===== src/rtl/pwm_fade_ctrl.sv =====
// Bus-programmable duty-cycle fader for the PWM core; duty and period only change on period boundaries.
// Optional ping-pong ramping between start duty and target is enabled by defining PWM_FADE_BOUNCE_EN.
module pwm_fade_ctrl #(
  parameter int W      = 11,
  parameter int HOLD_W = 8
) (
  input  logic          clk,
  input  logic          reset,
  input  logic          we,
  input  logic          cs,
  input  logic [31:0]   addr,
  input  logic [31:0]   wdata,
  output logic [31:0]   rdata,
  output logic [W-1:0]  pwmNum,
  output logic [W-1:0]  comparatorNum,
  output logic          irq
);

  localparam logic [1:0] S_IDLE = 2'd0;
  localparam logic [1:0] S_RAMP = 2'd1;
  localparam logic [1:0] S_DONE = 2'd2;

  logic [1:0]        state, state_d;
  logic [W-1:0]      cnt, pwm_num, period_sh, target, step, cur, cur_d;
  logic [HOLD_W-1:0] hold, hold_cnt, hold_d;
  logic              irq_en, done_flag, done_set;
  logic              tick, endpoint;
  logic [7:0]        wr_sel;
  logic              start_req, stop_req, start_ok;
  logic [W-1:0]      dest, diff, stepped;
  logic [HOLD_W:0]   hold_inc, hold_eff;
  logic              step_due;
  logic              unused_bits;

`ifdef PWM_FADE_BOUNCE_EN
  logic              bounce, dest_is_start, dir_flip;
  logic [W-1:0]      start_duty;
`endif

  assign unused_bits = ^{wdata[31:W], addr[31:5], addr[1:0]};

  always_comb begin
    wr_sel = '0;
    if (we && cs) wr_sel[addr[4:2]] = 1'b1;
  end

  assign start_req = wr_sel[0] & wdata[0];
  assign stop_req  = wr_sel[0] & wdata[3];
  assign start_ok  = start_req & ~stop_req & (state != S_DONE);

  // Mirror of the PWM core counter; pwm_num - 1 wraps so pwm_num == 0 counts the full range.
  assign tick = (cnt == pwm_num - W'(1));

`ifdef PWM_FADE_BOUNCE_EN
  assign dest = dest_is_start ? start_duty : target;
`else
  assign dest = target;
`endif

  always_comb begin
    diff     = (dest >= cur) ? (dest - cur) : (cur - dest);
    if (step == '0 || diff <= step) stepped = dest;
    else if (dest > cur)            stepped = cur + step;
    else                            stepped = cur - step;
    hold_inc = {1'b0, hold_cnt} + (HOLD_W+1)'(1);
    hold_eff = (hold == '0) ? (HOLD_W+1)'(1) : {1'b0, hold};
    step_due = (hold_inc >= hold_eff);
  end

  always_comb begin
    state_d  = state;
    cur_d    = cur;
    hold_d   = hold_cnt;
    done_set = 1'b0;
    endpoint = 1'b0;
`ifdef PWM_FADE_BOUNCE_EN
    dir_flip = 1'b0;
`endif
    case (state)
      S_IDLE: begin
        if (wr_sel[6]) cur_d = wdata[W-1:0];
        if (start_req) begin
          state_d = S_RAMP;
          hold_d  = '0;
        end
      end
      S_RAMP: begin
        if (start_req) begin
          hold_d = '0;
        end else if (tick) begin
          if (cur == dest) begin
            endpoint = 1'b1;
          end else if (step_due) begin
            hold_d   = '0;
            cur_d    = stepped;
            endpoint = (stepped == dest);
          end else begin
            hold_d = hold_inc[HOLD_W-1:0];
          end
        end
      end
      default: state_d = S_IDLE;
    endcase

    if (endpoint) begin
`ifdef PWM_FADE_BOUNCE_EN
      if (bounce) begin
        dir_flip = 1'b1;
        hold_d   = '0;
      end else
`endif
      begin
        state_d  = S_DONE;
        done_set = 1'b1;
      end
    end

    // STOP overrides any step or endpoint decided on the same edge.
    if (stop_req) begin
      state_d  = S_IDLE;
      cur_d    = cur;
      hold_d   = hold_cnt;
      done_set = 1'b0;
`ifdef PWM_FADE_BOUNCE_EN
      dir_flip = 1'b0;
`endif
    end
  end

  always_ff @(posedge clk or posedge reset) begin
    if (reset) begin
      state     <= S_IDLE;
      cnt       <= '0;
      pwm_num   <= '0;
      period_sh <= '0;
      target    <= '0;
      step      <= '0;
      hold      <= '0;
      hold_cnt  <= '0;
      cur       <= '0;
      irq_en    <= 1'b0;
      done_flag <= 1'b0;
`ifdef PWM_FADE_BOUNCE_EN
      bounce        <= 1'b0;
      dest_is_start <= 1'b0;
      start_duty    <= '0;
`endif
    end else begin
      cnt <= tick ? '0 : cnt + W'(1);
      if (tick || state == S_IDLE) pwm_num <= period_sh;
      if (wr_sel[0]) irq_en    <= wdata[2];
      if (wr_sel[1]) period_sh <= wdata[W-1:0];
      if (wr_sel[2]) target    <= wdata[W-1:0];
      if (wr_sel[3]) step      <= wdata[W-1:0];
      if (wr_sel[4]) hold      <= wdata[HOLD_W-1:0];
      if (done_set)                    done_flag <= 1'b1;
      else if (wr_sel[5] && wdata[1])  done_flag <= 1'b0;
      state    <= state_d;
      cur      <= cur_d;
      hold_cnt <= hold_d;
`ifdef PWM_FADE_BOUNCE_EN
      if (wr_sel[0]) bounce <= wdata[1];
      if (start_ok) begin
        start_duty    <= cur;
        dest_is_start <= 1'b0;
      end else if (dir_flip) begin
        dest_is_start <= ~dest_is_start;
      end
`endif
    end
  end

  always_comb begin
    rdata = '0;
    case (addr[4:2])
      3'd0: begin
        rdata[2] = irq_en;
`ifdef PWM_FADE_BOUNCE_EN
        rdata[1] = bounce;
`endif
      end
      3'd1: rdata[W-1:0]      = period_sh;
      3'd2: rdata[W-1:0]      = target;
      3'd3: rdata[W-1:0]      = step;
      3'd4: rdata[HOLD_W-1:0] = hold;
      3'd5: rdata[1:0]        = {done_flag, state == S_RAMP};
      3'd6: rdata[W-1:0]      = cur;
      default: rdata = '0;
    endcase
  end

  assign pwmNum        = pwm_num;
  assign comparatorNum = cur;
  assign irq           = done_flag & irq_en;

endmodule


===== config.mk =====
export PLATFORM = sky130hd
export DESIGN_NAME = pwm_fade_ctrl
export DESIGN_NICKNAME = d
export VERILOG_FILES = /design/src/rtl/pwm_fade_ctrl.sv
export SDC_FILE = /design/constraint.sdc
export NUM_CORES = 1
export LEC_CHECK = 0
export CAP_MARGIN = 20
export CELL_PAD_IN_SITES_DETAIL_PLACEMENT = 2
export CELL_PAD_IN_SITES_GLOBAL_PLACEMENT = 2
export CORE_MARGIN = 5
export CORE_UTILIZATION = 35
export DETAILED_ROUTE_END_ITERATION = 8
export DONT_BUFFER_PORTS = 1
export GPL_TIMING_DRIVEN = 0
export PLACE_DENSITY_LB_ADDON = 0.1
export SYNTH_ARGS = -nofsm -noshare
export SYNTH_HDL_FRONTEND = slang
export SYNTH_SLANG_ARGS = --single-unit

===== constraint.sdc =====
create_clock -name clk -period 8.45 [get_ports clk]
set_input_delay 1.69 -clock clk [delete_from_list [all_inputs] [get_ports clk]]
set_output_delay 1.69 -clock clk [all_outputs]
set_load 0.005 [all_outputs]

==> qor.yml, run 1 <==
clock_tree:
  cts.reportedPaths.clkPinSlew_ns: 0.07
  cts_inserted_buffers: 9
  cts.repair.resized: 0
  cts_sinks: 86
  cts-root-buf: "clkbuf_16"
  post_cts_hold_buffer_count: 0
  insertion_delay_ns: 0.35
  postCtsSetupRepairBufs: 0
  cts-root-to-sink-buffers: 2
  clock_tree.htree_level_count: 3
  tritoncts_clock_tree: "done"
floorplanning:
  die_area_um2: 23400
  die_w_um: 153
  fp.coreArea_um2: 20200
  row_cnt: 52
  starting_utilization_of_the_core_area_pct: 35.5
  die-height_um: 153
  top_ports: 123
place:
  detailedPlacementHpwl_mm: 21.1
  post-place-ws_ns: 2.48
  buffer_ports.inserted: 0
  gp_congestion: 0.900
yosys:
  yosysSeqAreaShare_pct: 30.1
  synth-async-reset-ratio_pct: 100
  syn-cell-area_um2: 7150
  synth_flop_type: "dfrtp_1"
  number_of_flops_mapped_to_enable_cells_by_yosys: 0
  ys_ff_latch: 86
  synth_compound_gate_area_share_pct: 19.5
  post_synth_fa_ha_maj_area_fraction_pct: 10.3
  netlist-cell-type-count: 75
  synth.most_common_cell: "dfrtp_1"
  post_synth_mux_area_share_pct: 8.90
  synth_cells: 811
  synth_xor_xnor_area_share_pct: 7.71
  syn_avg_cell_area_um2: 8.82
  synth_top_area_cell: "dfrtp_1"
  ys_warn_count: 0
  synth_commonest_cells: "dfrtp_1, nand2_1, nor2_1"
  share_of_synthesized_cell_area_in_and_or_nand_and_nor_gates_pct: 16.1
  synth_top_cell_area_share_pct: 30.1
  yosys-top-cells-area: "dfrtp_1, ha_1, xnor2_1"
  synth_top_family_by_area: "compound AO/OA/AOI/OAI gates"
global_route:
  overall_fraction_of_global_route_tracks_in_use_pct: 22.2
  grt_first_pass_wirelength_mm: 41.1
  globalRoute.totalOverflow: 0
  vias_in_the_first_global_route: 6912
  pin_count_of_the_biggest_net_entering_global_routing: 53
  antenna_found_initial: 1
power:
  pwr-share-clk_pct: 11.1
  ir_drop_v: 0.000180
  power.share.sequential_pct: 19.8
  net_switching_power_mw: 1.91
  static-leakage-power_nw: 3.59
  internal_power_mw: 1.85
  share_comb_of_total_power_pct: 69.1
  power.density_cell_area_nw_per_um2: 475
  power.switching_fraction_pct: 50.8
run:
  max_cap_violations: 0
setup_path:
  critPathKind: "reg2reg"
  crit-reg2reg-capture: "comparatorNum[6]"
  critical_path_peak_fanout: 10
  worst_ep_required_time_ns: 8.70
  cp-start-kind: "flop"
  worst-r2r-cell-count: 19
  worst_r2r_startpoint: "comparatorNum[1]"
  worst_path_largest_cell_delay_ns: 0.62
  worstPathCellList: "inv_1, ha_1, nor2b_1, o311a_1, o21ai_0, nand3_1, clkbuf_1, o31ai_1, o31ai_1, xor2_1, ha_1, nand3_1, nor2_1, nand2_1, o211ai_1, clkbuf_1, mux2i_1, a211oi_1, a21o_1"
  endpoint_class_of_the_critical_path: "flop"
  rrSetupSlack_ns: 2.50
  endpoint: "comparatorNum[6]"
  critical_path.startpoint: "comparatorNum[1]"
  critical_path_arrival_ns: 6.20
  critical_path.slowest_cell: "o211ai_1"
detailed_routing:
  drcViolationCount: 0
  vias_per_cell: 5.69
  drt.antenna.violating_nets: 0
  dr.first_iter.drc_count: 338
  postRouteWirelength_mm: 26.4
  vias: 6369
  routed_wire_length_per_instance_um: 23.6
  first_drt_pass_iteration_count: 5
finish:
  layout.nets: 969
  diodes: 0
  fillCellCount: 2290
  drive_gt1_share_pct: 11.4
  synthToLayoutAreaGrowth_pct: 10.6
hold_path:
  hold_path_class: "reg2reg"
timing:
  setup_total_negative_slack_ns: 0
  skew_ns: 0.0130
  fmaxAchievable_ghz: 0.168
  finalMaxSlewViolations: 0
  fin_crit_sh_pct: 70.4
  max_slew_headroom_pct: 46.3
  final.setup.worst_slack_ns: 2.50
  tightest_slew_ns: 0.799
  number_of_endpoints_failing_setup_at_the_final_stage: 0
  timing_hold_violations_final: 0
  finalCriticalPeriod_ns: 5.95
  rsz0062_at_grt: "no"
status:
  run_status: "complete, no violations"
-- through the flow --
stage / cells / hold slack (ns) / total power [mW] / area (um2) / util [%]
floorplan: 831 / 0.484 / 2.60 / 7230 / -
finish: 1119 / 0.534 / 3.76 / 7910 / 39.2
global placement: 1101 / 0.505 / 3.22 / 7570 / 37.5
detailed placement: 1103 / 0.520 / 3.34 / 7600 / 37.7
global route: 1119 / 0.560 / 4.06 / 7910 / 39.2
CTS: 1119 / 0.535 / 3.78 / 7910 / 39.2
-- worst min path at each step --
stage               startpoint         to  slack [ns]  cells past startpoint
detailed placement      irq_en     irq_en        0.52                      1
finish                  irq_en     irq_en        0.53                      1
global route            irq_en     irq_en        0.56                      1
global placement        irq_en     irq_en        0.50                      1
floorplan            done_flag  done_flag        0.48                      2
CTS                     irq_en     irq_en        0.54                      1
-- critical path, delay by kind of cell, from the launching register on --
kind                       cells  cell delay [ns]
and+or+nand+nor                5             0.78
adders and majority gates      2             0.69
muxes                          1             0.31
AOI/OAI and AO/OA              7             2.03
xor gates and xnor gates       1             0.16
DFF                            1             0.60
buffers and inverters          3             1.26
-- final cells by class --
| cell class | instances | area [um2] | area share [%] |
|---|---|---|---|
| Sequential cell | 86 | 2150 | 27.2 |
| Multi-Input combinational cell | 636 | 4550 | 57.5 |
| Buffer | 57 | 332 | 4.19 |
| Tap cell | 270 | 338 | 4.27 |
| Clock buffer | 10 | 239 | 3.02 |
| Clock inverter | 6 | 70.1 | 0.886 |
| Timing Repair Buffer | 2 | 31.3 | 0.395 |
| Inverter | 52 | 198 | 2.50 |
-- flip-flops by register name, summed over array words and instances, names as in the netlist --
name and cells:
cnt 11, comparatorNum 11, dest 11, done_flag 1, hold 8, hold_cnt 8, irq_en 1, period_sh 11
pwmNum 11, state 2, step 11
-- cell families (layout without fill, tap and decap cells) --
| kind of cell | count (synthesis) | count (layout) |
|---|---|---|
| buf+inv | 109 | 127 |
| mux | 54 | 54 |
| flops | 86 | 86 |
| xor+xnor | 63 | 63 |
| simple gates | 232 | 232 |
| other cells | 1 | 21 |
| fa+ha+maj | 57 | 57 |
| compound gates | 209 | 209 |
-- per-layer routing --
layer / global-route usage [%] / share of wire (%)
met4: 6.24 / 2.4
met1: 27.9 / 44
met3: 2.54 / 2.9
met2: 40.3 / 51
met5: 0 / 0.049
-- power groups by stage --
stage	logic, mW	registers, mW	clock network [mW]
finish	2.59	0.744	0.418
global route	2.85	0.763	0.446
CTS	2.61	0.748	0.427
detailed placement	2.59	0.753	0
global placement	2.48	0.747	0
floorplan	1.94	0.653	0
-- placed cells by master, fill, tap and decap left out, types with 24 or more instances in the layout --
master	instances
o21ai_0	53
a21oi_1	49
clkbuf_1	24
nor2_1	57
xnor2_1	42
ha_1	54
inv_1	50
nand3_1	25
dfrtp_1	86
nand2_1	66
Power figures use the tool's default switching activity.
==> run 2, diff against run 1 <==
==> constraint.sdc (replaced) <==
create_clock -name clk -period 5.92 [get_ports clk]
set_input_delay 1.184 -clock clk [delete_from_list [all_inputs] [get_ports clk]]
set_output_delay 1.184 -clock clk [all_outputs]
set_load 0.005 [all_outputs]
==> run 2 against run 1 <==
  * Clock power grew 42%
  * Count of clock-buffer cells in the layout unchanged
  * Die area stayed put
  * Sequential power up 42%
  * Sequential share of layout area shrank 0.11 points
  * Combinational power grew 47%
  * Core utilization grew 0.18 points
  * Final cell count rose by 0.27%
==> qor.yml, run 2 (synthesis results as in run 1) <==
detailed_routing:
  vias: 6358
  first_drt_pass_iteration_count: 5
  dr_wl_met3_um: 720
  drcViolationCount: 0
  highest_layer: "met5"
  dr.first_iter.drc_count: 298
  met1_routed_wirelength_after_detailed_routing_mm: 11.6
  vias_per_cell: 5.67
  routed_wire_length_per_instance_um: 23.6
  detailroute.wirelength.met2_mm: 13.5
  drt.antenna.violating_nets: 0
  postRouteWirelength_mm: 26.5
floorplanning:
  die-height_um: 153
  fp.coreArea_um2: 20200
  die_area_um2: 23400
  top_ports: 123
  row_cnt: 52
  starting_utilization_of_the_core_area_pct: 35.5
  die_w_um: 153
finish:
  fillCellCount: 2294
  synthToLayoutAreaGrowth_pct: 11.1
  layout.nets: 972
  diodes: 0
  drive_gt1_share_pct: 12.2
  most-common-layout-cells: "dfrtp_1, nand2_1, nor2_1"
  leading_cell_type_in_the_layout_fill_and_taps_excluded: "dfrtp_1"
  final_core_util_pct: 39.4
global_route:
  pin_count_of_the_biggest_net_entering_global_routing: 53
  vias_in_the_first_global_route: 6912
  antenna_found_initial: 1
  overall_fraction_of_global_route_tracks_in_use_pct: 22.2
  globalRoute.totalOverflow: 0
  grt_first_pass_wirelength_mm: 41.1
place:
  buffer_ports.inserted: 0
  gp_congestion: 0.900
  detailedPlacementHpwl_mm: 21.1
power:
  report.power.total_mw: 5.46
  ir_drop_v: 0.000259
  power.density_cell_area_nw_per_um2: 687
  static-leakage-power_nw: 3.61
clock_tree:
  cts-root-to-sink-buffers: 2
  insertion_delay_ns: 0.35
  clock_tree.htree_level_count: 3
  cts_sinks: 86
  tritoncts_clock_tree: "done"
  cts_inserted_buffers: 9
  cts.reportedPaths.clkPinSlew_ns: 0.07
  cts-root-buf: "clkbuf_16"
run:
  max_cap_violations: 0
status:
  run_status: "complete, no violations"
timing:
  tightest_slew_ns: 0.883
  skew_ns: 0.0104
  max_slew_headroom_pct: 40.6
  fmaxAchievable_ghz: 0.179
  timing_hold_violations_final: 0
  final.hold.worst_slack_ns: 0.535
  rsz0062_at_grt: "no"
  fin_crit_sh_pct: 94.4
  number_of_endpoints_failing_setup_at_the_final_stage: 0
  finalCriticalPeriod_ns: 5.59
  finalMaxSlewViolations: 0
setup_path:
  worstPathCellList: "inv_1, ha_1, buf_2, a21oi_1, nand2_1, o21ai_0, nand2_1, nand2_1, a31oi_1, xnor2_1, ha_1, or2_2, o311a_1, o211ai_1, o41ai_1, a2111oi_0, buf_1, o2111ai_1, o21a_1, o221a_2"
  endpoint_class_of_the_critical_path: "flop"
  critical_path_peak_fanout: 8
  cp-start-kind: "flop"
  worst_ep_required_time_ns: 6.15
  worst_path_largest_cell_delay_ns: 0.57
  critPathKind: "reg2reg"
  critical_path_arrival_ns: 5.82
  critical_path.slowest_cell: "dfrtp_1"
  critical_path.most_common_cell: "nand2_1"
hold_path:
  hold_path_class: "reg2reg"
==> run 2: worst max-delay path: cells and delay by family (launching register included) <==
| family | cells | cell delay, ns |
|---|---|---|
| and+or+nand+nor | 4 | 0.84 |
| xor gates and xnor gates | 1 | 0.29 |
| AOI/OAI and AO/OA | 10 | 2.60 |
| adders and majority gates | 2 | 0.63 |
| buffers and inverters | 3 | 0.51 |
| DFF | 1 | 0.57 |
==> run 2: metrics by stage <==
stage	TNS [ns]	setup slack [ns]	instances	cell area, um2
3_5_place_dp	-0.166	-0.0510	1103	7600
2_1_floorplan	0	1.45	831	7230
6_report	0	0.331	1122	7950
4_1_cts	0	0.0611	1119	7910
5_1_grt	0	0.00405	1122	7950
3_3_place_gp	-0.592	-0.307	1101	7570
==> run 2: routing by layer <==
| metal | GRT usage (%) | vias up |
|---|---|---|
| met2 | 40.3 | 110 |
| li1 | - | 2930 |
| met5 | 0 | - |
| met4 | 6.24 | 2 |
| met3 | 2.54 | 38 |
| met1 | 27.9 | 3278 |
==> run 2: final timing paths <==
kind                       slack [ns]  depth (start not counted)        startpoint       end
max                              0.33                         20  comparatorNum[6]  state[0]
min                              0.53                          1            irq_en    irq_en
max reg2reg                      0.33                         20  comparatorNum[6]  state[0]
min reg2reg                      0.53                          1            irq_en    irq_en
max in group asynchronous        4.55                          2             reset    cnt[6]
min in group asynchronous        0.74                          1             reset   hold[7]
==> run 2: cell type report <==
type	count	area [um2]	share of cell area [%]
multi-input cells	636	4560	57.4
well taps	270	338	4.25
flip-flops and latches	86	2150	27.1
clock buffers	10	239	3.01
inverters	52	198	2.49
clock inverters	6	70.1	0.882
repair buffers	5	53.8	0.677
plain buffers	57	337	4.24
==> run 2: timing repair <==
item                                    in CTS  in global routing
hold buffers                                 0                  0
pin swaps                                    0                  1
endpoints found under the hold margin        0                  0
buffers inserted                             0                  3
endpoints found under the setup margin       7                 11
gates resized for setup                      1                  6
==> run 2: power breakdown <==
| part | total [mW] | switching, mW | internal [mW] |
|---|---|---|---|
| clock | 0.595 | 0.253 | 0.342 |
| combinational | 3.80 | 2.18 | 1.62 |
| sequential | 1.06 | 0.312 | 0.751 |
| total | 5.46 | 2.75 | 2.72 |
